==> src/rtl/controlador_codificador.sv <==
// Arbitrates two nibble requesters round-robin, drives an external encoder for
// one cycle, captures its code word and holds it until the consumer acknowledges.
module controlador_codificador (
    input  logic       clk,
    input  logic       reset,
    input  logic       req0,
    input  logic [3:0] data0,
    input  logic       req1,
    input  logic [3:0] data1,
    output logic       gnt0,
    output logic       gnt1,
    output logic       enc_a,
    output logic       enc_b,
    output logic       enc_c,
    output logic       enc_d,
    output logic       enc_ready,
    input  logic [3:0] enc_s,
    output logic [3:0] out_code,
    output logic       out_src,
    output logic       out_valid,
    input  logic       out_ack,
    output logic       busy,
    output logic [7:0] done_cnt,
    output logic [1:0] dbg_state
);

    // Handshake: req/data are held by the requester until its one-cycle gnt;
    // out_code/out_src are presented with out_valid and held until out_ack is
    // sampled high in HOLD. out_ack seen in any other state is ignored.
    typedef enum logic [1:0] {
        IDLE  = 2'd0,
        DRIVE = 2'd1,
        HOLD  = 2'd2
    } state_t;

    state_t     state;
    logic [3:0] data_reg;
    logic       prio;
    logic       pick1;

    // prio = 1 means requester 1 wins a tie; a lone request always wins.
    always_comb begin
        pick1 = req1 & (~req0 | prio);
    end

    assign enc_a     = data_reg[3];
    assign enc_b     = data_reg[2];
    assign enc_c     = data_reg[1];
    assign enc_d     = data_reg[0];
    assign dbg_state = state;

    always_ff @(posedge clk or negedge reset) begin
        if (!reset) begin
            state     <= IDLE;
            data_reg  <= 4'd0;
            prio      <= 1'b0;
            gnt0      <= 1'b0;
            gnt1      <= 1'b0;
            enc_ready <= 1'b0;
            out_code  <= 4'd0;
            out_src   <= 1'b0;
            out_valid <= 1'b0;
            busy      <= 1'b0;
            done_cnt  <= 8'd0;
        end else begin
            gnt0 <= 1'b0;
            gnt1 <= 1'b0;
            case (state)
                IDLE: begin
                    if (req0 | req1) begin
                        data_reg  <= pick1 ? data1 : data0;
                        out_src   <= pick1;
                        gnt0      <= ~pick1;
                        gnt1      <= pick1;
                        enc_ready <= 1'b1;
                        busy      <= 1'b1;
                        state     <= DRIVE;
                    end
                end
                DRIVE: begin
                    // The encoder has had a full cycle to settle on data_reg.
                    out_code  <= enc_s;
                    out_valid <= 1'b1;
                    enc_ready <= 1'b0;
                    state     <= HOLD;
                end
                HOLD: begin
                    if (out_ack) begin
                        out_valid <= 1'b0;
                        done_cnt  <= done_cnt + 8'd1;
                        prio      <= ~out_src;
                        busy      <= 1'b0;
                        state     <= IDLE;
                    end
                end
                default: begin
                    out_valid <= 1'b0;
                    enc_ready <= 1'b0;
                    busy      <= 1'b0;
                    state     <= IDLE;
                end
            endcase
        end
    end

endmodule

==> config.mk <==
export PLATFORM = sky130hd
export DESIGN_NAME = controlador_codificador
export DESIGN_NICKNAME = d
export VERILOG_FILES = /design/src/rtl/controlador_codificador.sv
export SDC_FILE = /design/constraint.sdc
export NUM_CORES = 1
export LEC_CHECK = 0
export ABC_AREA = 1
export BUFFER_PORTS_ARGS = -buffer_cell sky130_fd_sc_hd__buf_2
export CORE_UTILIZATION = 47
export DETAILED_ROUTE_END_ITERATION = 10
export PLACE_DENSITY = 0.81
export SYNTH_ARGS = -nofsm -noshare
export SYNTH_HDL_FRONTEND = slang
export SYNTH_SLANG_ARGS = --single-unit
==> constraint.sdc <==
create_clock -name clk -period 1.5 [get_ports clk]
set_clock_uncertainty 0.15 [all_clocks]
set_input_delay 0.3 -clock clk [delete_from_list [all_inputs] [get_ports clk]]
set_output_delay 0.3 -clock clk [all_outputs]
set_load 0.05 [all_outputs]
==> results of run 1 <==
-- worst reg2reg max path, cell delays in order (launching register included) --
cell and delay [ns]:
dfrtp_2 0.47, nor2_4 0.19, o21ai_2 0.17, nor2_2 0.19
nand2_1 0.08, nand3_1 0.07
-- through the flow --
stage	instances	hold WS, ns
2_1_floorplan	114	-0.146
6_report	188	0.0431
5_1_grt	188	0.0455
4_1_cts	187	0.0321
3_3_place_gp	182	0.158
3_5_place_dp	182	0.171
-- worst paths after layout --
kind / slack [ns] / startpoint / end
min in group asynchronous: 0.34 / reset / done_cnt[3]
max: 0.05 / done_cnt[0] / done_cnt[0]
max reg2reg: 0.14 / dbg_state[0] / data_reg[2]
min reg2reg: 0.35 / busy / busy
max in group asynchronous: 0.48 / reset / dbg_state[0]
min: 0.04 / data1[1] / data_reg[1]
-- cell type report --
type / count / area (um2) / area share
Clock buffer: 3 / 22.5 / 0.0161
Clock inverter: 1 / 5.00 / 0.00357
Inverter: 16 / 60.1 / 0.0429
Multi-Input combinational cell: 73 / 412 / 0.294
Sequential cell: 25 / 631 / 0.450
Tap cell: 28 / 35.0 / 0.0250
Timing Repair Buffer: 42 / 235 / 0.168
-- cell usage in the layout (no fill, tap or decap) --
cell type and count:
nand4_1 1, o21ai_0 4, buf_4 2, xor2_1 2
dfrtp_2 4, nor2_1 2, dlygate4sd3_1 1, ha_1 1
dfrtp_1 21, clkinv_2 1, nand3b_1 1, a21oi_1 1
o21ai_2 1, buf_2 33, nand2_1 34, inv_1 16
clkbuf_4 9, nand3_4 1, o211ai_1 1, mux2_2 4
nand2_2 1, nor2_2 1, nand3_1 13, nor2_4 3
xnor2_1 2
-- kinds of logic after synthesis --
logic type | count (synthesis) | share of synthesized area
adders and majority gates | 1 | 0.0114
and+or+nand+nor | 57 | 0.253
buffers and inverters | 16 | 0.0547
AOI/OAI and AO/OA | 7 | 0.0376
DFF | 25 | 0.570
muxes | 4 | 0.0410
xor gates and xnor gates | 4 | 0.0319
-- where the power goes --
group	switching (mW)	internal (mW)	total, mW
Sequential	0.212	0.952	1.16
Clock	0.192	0.0995	0.291
Combinational	1.35	0.478	1.83
-- per-layer routing --
metal | vias to the layer above | global-route usage | share of wire
li1 | 452 | - | -
met1 | 413 | 0.248 | 0.47
met2 | 26 | 0.320 | 0.48
met3 | 2 | 0.0273 | 0.047
met4 | 0 | 0.0694 | 0.0047
met5 | - | 0 | 0
-- what timing repair did --
action / CTS / global route
setup endpoints to repair: 1 / 7
hold buffers: 1 / 0
resized for setup: 1 / 6
buffers inserted: 0 / 1
endpoints found under the hold margin: 25 / 0
==> results.txt, run 1 <==
Hold Path Class: in -> reg
final core occ: 0.633
largest net degree at the start of global routing: 26
P&R area growth vs syn: 27.6%
initial DRC count: 14
Bufs on Longest Clock Path: 2
post-synth top area cell: dfrtp_1
Critical Path, Cell by Cell: buf_2
Final setup viols: 0
DRT antenna net count: 0
most frequent cell after synthesis: nand2_1
Post-synth ARST share: 1.00
Req. time, crit path: 1.05 ns
count of pins over their slew limit: 0
routed wire length: 2120 um
Clk Latency, worst-skew pair: 0.31 ns
list of most frequent post-synthesis cells: nand2_1 (34), dfrtp_1 (25), inv_1 (16), nand3_1 (13)
Die ar.: 2530 um2
Fin Setup TNS: 0 ns
Critical Path Source Type: flip-flop
max incr delay on CP: 0.42 ns
CP bufs+invs: 1
Layout Nets: 179
Finished Cell Area: 1400 um2
Data arrival, critical path: 1.00 ns
critical path's top delay family: flip-flops
RSZ-0062 raised after global routing: no
# IOs: 41
Final Worst Setup Slack: 0.0480 ns
Mapped Nets: 132
Fmax: 689 MHz
status: finished clean
vias in the first global route: 862
first-pass GRT wire length: 3640 um
CTS Sinks: 25
DRC: 0
CP max stage cell: dfrtp_2
post-synthesis sequential area ratio: 0.570
Max-cap violations: 0
critical path depth in cells: 1
Synth Register Bits: 25
Main synth FF type: dfrtp_1
total grt overflow: 0
crit-path max FO: 4
Worst Setup End Kind: output port
total power draw: 3.29 mW
ANT cells: 0
CTS Buf Count: 3
placed cell areas: 1340 um2
top cells by area, synth: dfrtp_1 (57%), nand2_1 (12%), nand3_1 (5.9%)
Die Y: 50.3 um
Worst-Margin Slew: 0.538 ns
Final Hold Fails: 0
PwrDens: 2350 nW/um2
Fillers: 197
final RePlAce weighted congestion: 0.781
worst vdd ir: 1750 uV
die width: 50.3 um
port bufs: 40
layout cell share with drive strength beyond 1: 0.375
initial core utilization: 0.496
Syn Inst Count: 114
Via density: 4.75
WS Path Type: reg -> out
Worst Hold Depth: 3
Warnings, synthesis: 0
detailed-route via count: 893
mapped cell area: 1100 um2
Core Rows: 17
root buf cell: clkbuf_4
Yosys top cell area share: 0.570
Synth cell types: 19
initial antenna violation count: 0
overall global routing resource usage: 0.190
DR WL/cell: 11.3 um
Synth Area per Inst: 9.63 um2
H-tree depth: 1
fin crit share: 0.968
core box area: 2210 um2
TritonRoute pass-1 iters: 4
Reg clk slew, reported paths: 0.13 ns
leakage: 0.769 nW
Post-synth EDFFs: 0
hpwl dp: 1600 um
max FFs per register: 8
CTS tree: yes
minimum clock period after layout: 1.45 ns
dpl ws: 0.153 ns
Reg2Reg Depth: 5
worst relative slew slack: 0.641
Power figures use the tool's default switching activity.
==> inputs of run 2 (changes only) <==
--- a/config.mk
+++ b/config.mk
@@ -7,9 +7,10 @@
 export LEC_CHECK = 0
 export ABC_AREA = 1
 export BUFFER_PORTS_ARGS = -buffer_cell sky130_fd_sc_hd__buf_2
-export CORE_UTILIZATION = 47
+export CORE_UTILIZATION = 40
+export CTS_BUF_LIST = sky130_fd_sc_hd__clkbuf_16
 export DETAILED_ROUTE_END_ITERATION = 10
-export PLACE_DENSITY = 0.81
+export PLACE_DENSITY = 0.71
 export SYNTH_ARGS = -nofsm -noshare
 export SYNTH_HDL_FRONTEND = slang
 export SYNTH_SLANG_ARGS = --single-unit
==> results.txt, run 2 (synthesis gave the netlist of run 1 again) <==
Data arrival, critical path: 0.98 ns
Top Layer Used: met4
Fmax: 698 MHz
fin crit share: 0.955
status: finished clean
worst vdd ir: 1440 uV
ANT cells: 0
Fillers: 232
dpl ws: 0.149 ns
Critical Path Source Type: flip-flop
Hold Path Class: in -> reg
leakage: 0.783 nW
CP bufs+invs: 1
final core occ: 0.563
Layout Nets: 178
Worst Setup End Kind: output port
Max-cap violations: 0
CP max stage cell: dfrtp_2
Req. time, crit path: 1.05 ns
Finished Cell Area: 1430 um2
initial antenna violation count: 0
Final Hold Fails: 0
hpwl dp: 1600 um
layout cell share with drive strength beyond 1: 0.371
Reg power frac: 0.335
Core Rows: 18
most frequent cells in the layout: buf_2 (39), nand2_1 (34), dfrtp_1 (21)
port bufs: 40
Critical Path, Cell by Cell: clkbuf_4
wire length on met2: 924 um
Sw Pwr: 1.77 mW
Via density: 4.78
P&R area growth vs syn: 30.6%
DR WL met3: 130 um
DRT antenna net count: 0
clock share of power: 0.163
TritonRoute pass-1 iters: 4
Final Worst Setup Slack: 0.0677 ns
H-tree depth: 1
initial DRC count: 12
CTS Sinks: 25
DR WL/cell: 10.8 um
initial core utilization: 0.431
routed wire length: 2050 um
setup bufs post-CTS: 0
critical path's top delay family: flip-flops
Comb pwr share: 0.503
PwrDens: 2460 nW/um2
Worst-Margin Slew: 0.546 ns
die width: 54.4 um
commonest non-fill, non-tap cell in the layout: buf_2
Int Pwr: 1.76 mW
met1 WL: 974 um
placed cell areas: 1340 um2
largest net degree at the start of global routing: 26
first-pass GRT wire length: 3210 um
Bufs on Longest Clock Path: 2
# IOs: 41
CTS Buf Count: 3
worst relative slew slack: 0.636
detailed-route via count: 903
max FFs per register: 8
RSZ-0062 raised after global routing: no
Final setup viols: 0
overall global routing resource usage: 0.157
core box area: 2540 um2
WS Path Type: reg -> out
Die ar.: 2960 um2
switch share: 0.502
CTS tree: yes
crit-path max FO: 7
minimum clock period after layout: 1.43 ns
DRC: 0
hold_ws: 0.101 ns
Reg clk slew, reported paths: 0.06 ns
final RePlAce weighted congestion: 0.720
count of pins over their slew limit: 0
Die Y: 54.4 um
vias in the first global route: 760
Fin Setup TNS: 0 ns
total grt overflow: 0
max incr delay on CP: 0.46 ns
Clk Latency, worst-skew pair: 0.25 ns
root buf cell: clkbuf_16
run 2: cell types whose count changed in the layout (fill, tap and decap cells not counted):
cell       delta
buf_2         +6
buf_4         -2
clkbuf_16     +3
clkbuf_4      -8
run 2: worst reg2reg max path, delay by kind of cell, from the launching register on:
kind                   cells  cell delay [ns]
buffers and inverters      2             0.18
flip-flops                 1             0.44
AND/OR/NAND/NOR            4             0.47
run 2: routing by layer:
metal,track usage,vias to the layer above
met5,0,-
met4,0.0385,0
met3,0.0583,5
met2,0.246,34
met1,0.203,418
li1,-,446
run 2: power by group through the flow:
stage | combinational, mW | sequential, mW | clock, mW
6_report | 1.77 | 1.18 | 0.574
5_1_grt | 1.89 | 1.22 | 0.617
4_1_cts | 1.78 | 1.18 | 0.590
3_5_place_dp | 1.78 | 1.19 | 0
3_3_place_gp | 1.76 | 1.17 | 0
2_1_floorplan | 0.487 | 2.05 | 0
run 2: stage by stage:
stage                     instances  total power [mW]
after CTS                       189              3.55
after detailed placement        184              2.97
after global routing            189              3.72
after floorplan                 114              2.54
final                           189              3.53
after global placement          184              2.93
run 2: what timing repair did:
| action | in CTS | in global routing |
|---|---|---|
| gates resized for setup | 0 | 1 |
| endpoints found under the setup margin | 0 | 1 |
| endpoints found under the hold margin | 25 | 0 |
| hold buffers | 1 | 0 |
run 2: area by class of cell:
| type | count | area, um2 | area share |
|---|---|---|---|
| flip-flops and latches | 25 | 631 | 0.440 |
| multi-input cells | 73 | 412 | 0.287 |
| repair buffers | 41 | 213 | 0.148 |
| clock buffers | 3 | 75.1 | 0.0524 |
| inverters | 16 | 60.1 | 0.0419 |
| well taps | 30 | 37.5 | 0.0262 |
| clock inverters | 1 | 5.00 | 0.00349 |
run 2: path summary, 6_finish.rpt:
kind | startpoint | to | slack [ns] | cells past startpoint
setup reg to reg | dbg_state[0] | done_cnt[5] | 0.15 | 6
setup / recovery | dbg_state[1] | dbg_state[1] | 0.07 | 1
max in group asynchronous | reset | dbg_state[0] | 0.40 | 2
hold / removal | data1[2] | data_reg[2] | 0.10 | 3
min in group asynchronous | reset | out_valid | 0.41 | 2
hold reg to reg | busy | busy | 0.34 | 2
==> inputs of run 3 (changes only) <==
==> constraint.sdc (replaced) <==
create_clock -name clk -period 1.65 [get_ports clk]
set_clock_uncertainty 0.15 [all_clocks]
set_input_delay 0.33 -clock clk [delete_from_list [all_inputs] [get_ports clk]]
set_output_delay 0.33 -clock clk [all_outputs]
set_load 0.05 [all_outputs]
==> results.txt, run 3 (synthesis gave the netlist of run 1 again) <==
critical path's top delay family: flip-flops
CTS Sinks: 25
Fillers: 217
most frequent cells in the layout: buf_2 (40), nand2_1 (34), dfrtp_1 (25)
Worst-Margin Slew: 0.544 ns
Die ar.: 2960 um2
routed wire length: 2140 um
Worst R2R Start: dbg_state[1]
WS Path Type: reg -> out
Die Y: 54.4 um
H-tree depth: 1
worst relative slew slack: 0.637
setup bufs post-CTS: 0
Sw Pwr: 1.62 mW
die width: 54.4 um
fin crit share: 0.959
register-to-register setup slack: 0.25 ns
DRT antenna net count: 0
status: finished clean
critical path depth in cells: 1
Layout Nets: 178
Worst Setup End Kind: output port
DRC: 0
Core Rows: 18
core box area: 2540 um2
worst vdd ir: 1620 uV
initial DRC count: 10
hpwl dp: 1620 um
PwrDens: 2250 nW/um2
Via density: 4.66
max FFs per register: 8
Fmax: 632 MHz
DR WL/cell: 11.3 um
RSZ-0062 raised after global routing: no
first-pass GRT wire length: 3360 um
Data arrival, critical path: 1.10 ns
initial core utilization: 0.431
minimum clock period after layout: 1.58 ns
detailed-route via count: 881
Req. time, crit path: 1.17 ns
count of pins over their slew limit: 0
Clk Latency, worst-skew pair: 0.25 ns
Reg2Reg Depth: 5
reg2reg end: data_reg[1]
switch share: 0.506
Critical Path Source Type: flip-flop
Hold Path Class: in -> reg
CP max stage cell: dfrtp_1
ANT cells: 0
Reg clk slew, reported paths: 0.06 ns
CP bufs+invs: 1
Bufs on Longest Clock Path: 2
P&R area growth vs syn: 29.8%
root buf cell: clkbuf_16
TritonRoute pass-1 iters: 4
layout cell share with drive strength beyond 1: 0.340
Int Pwr: 1.58 mW
leakage: 0.789 nW
max incr delay on CP: 0.51 ns
Critical Path, Cell by Cell: buf_2
Finished Cell Area: 1420 um2
Final Hold Fails: 0
Crit. Startpoint: dbg_state[1]
crit-path max FO: 7
port bufs: 40
CTS tree: yes
final RePlAce weighted congestion: 0.743
Comb pwr share: 0.509
Setup crit end: dbg_state[1]
Reg power frac: 0.330
Final setup viols: 0
clock share of power: 0.161
vias in the first global route: 786
Fin Setup TNS: 0 ns
# IOs: 41
initial antenna violation count: 0
total grt overflow: 0
Max-cap violations: 0
overall global routing resource usage: 0.160
largest net degree at the start of global routing: 26
commonest non-fill, non-tap cell in the layout: buf_2
CTS Buf Count: 3
placed cell areas: 1340 um2
==> run 3: how the worst min path moves through the flow <==
| stage | startpoint | to | slack, ns | depth (start not counted) |
|---|---|---|---|---|
| after global placement | reset | done_cnt[0] | 0.19 | 1 |
| after global routing | data1[0] | data_reg[0] | 0.16 | 3 |
| after detailed placement | reset | done_cnt[1] | 0.20 | 1 |
| after CTS | data1[0] | data_reg[0] | 0.13 | 3 |
| final | data1[0] | data_reg[0] | 0.14 | 3 |
| after floorplan | reset | busy | -0.12 | 0 |
==> run 3: power by group through the flow <==
stage	logic [mW]	registers, mW	clock network [mW]
6_report	1.63	1.06	0.516
5_1_grt	1.74	1.09	0.546
4_1_cts	1.64	1.06	0.531
3_5_place_dp	1.64	1.06	0
3_3_place_gp	1.60	1.06	0
2_1_floorplan	0.443	1.85	0
==> run 3: final cells by class <==
cell class	count	area (um2)	area share
clock inverters	1	3.75	0.00264
repair buffers	41	210	0.148
flip-flops and latches	25	626	0.439
multi-input cells	73	412	0.289
inverters	16	60.1	0.0422
clock buffers	3	75.1	0.0527
well taps	30	37.5	0.0264
==> run 3: metal layers <==
metal,up-vias,share of wire,track usage
met3,0,0.041,0.0333
met4,0,0,0.0385
met5,-,0,0
met1,404,0.47,0.195
li1,450,-,-
met2,27,0.49,0.285
==> run 3: repair_timing <==
action                                 CTS  global route
gates resized for setup                  0             0
hold buffers                             1             0
endpoints found under the hold margin   25             0
==> run 3: through the flow <==
| step | utilization | power, mW | hold slack (ns) | worst slack (ns) | cells |
|---|---|---|---|---|---|
| after floorplan | - | 2.30 | -0.116 | 0.0244 | 114 |
| after global placement | 0.525 | 2.65 | 0.193 | 0.296 | 184 |
| after detailed placement | 0.525 | 2.70 | 0.202 | 0.244 | 184 |
| after CTS | 0.559 | 3.23 | 0.133 | 0.0658 | 189 |
| after global routing | 0.559 | 3.37 | 0.162 | 0.0442 | 189 |
| final | 0.559 | 3.20 | 0.137 | 0.0668 | 189 |
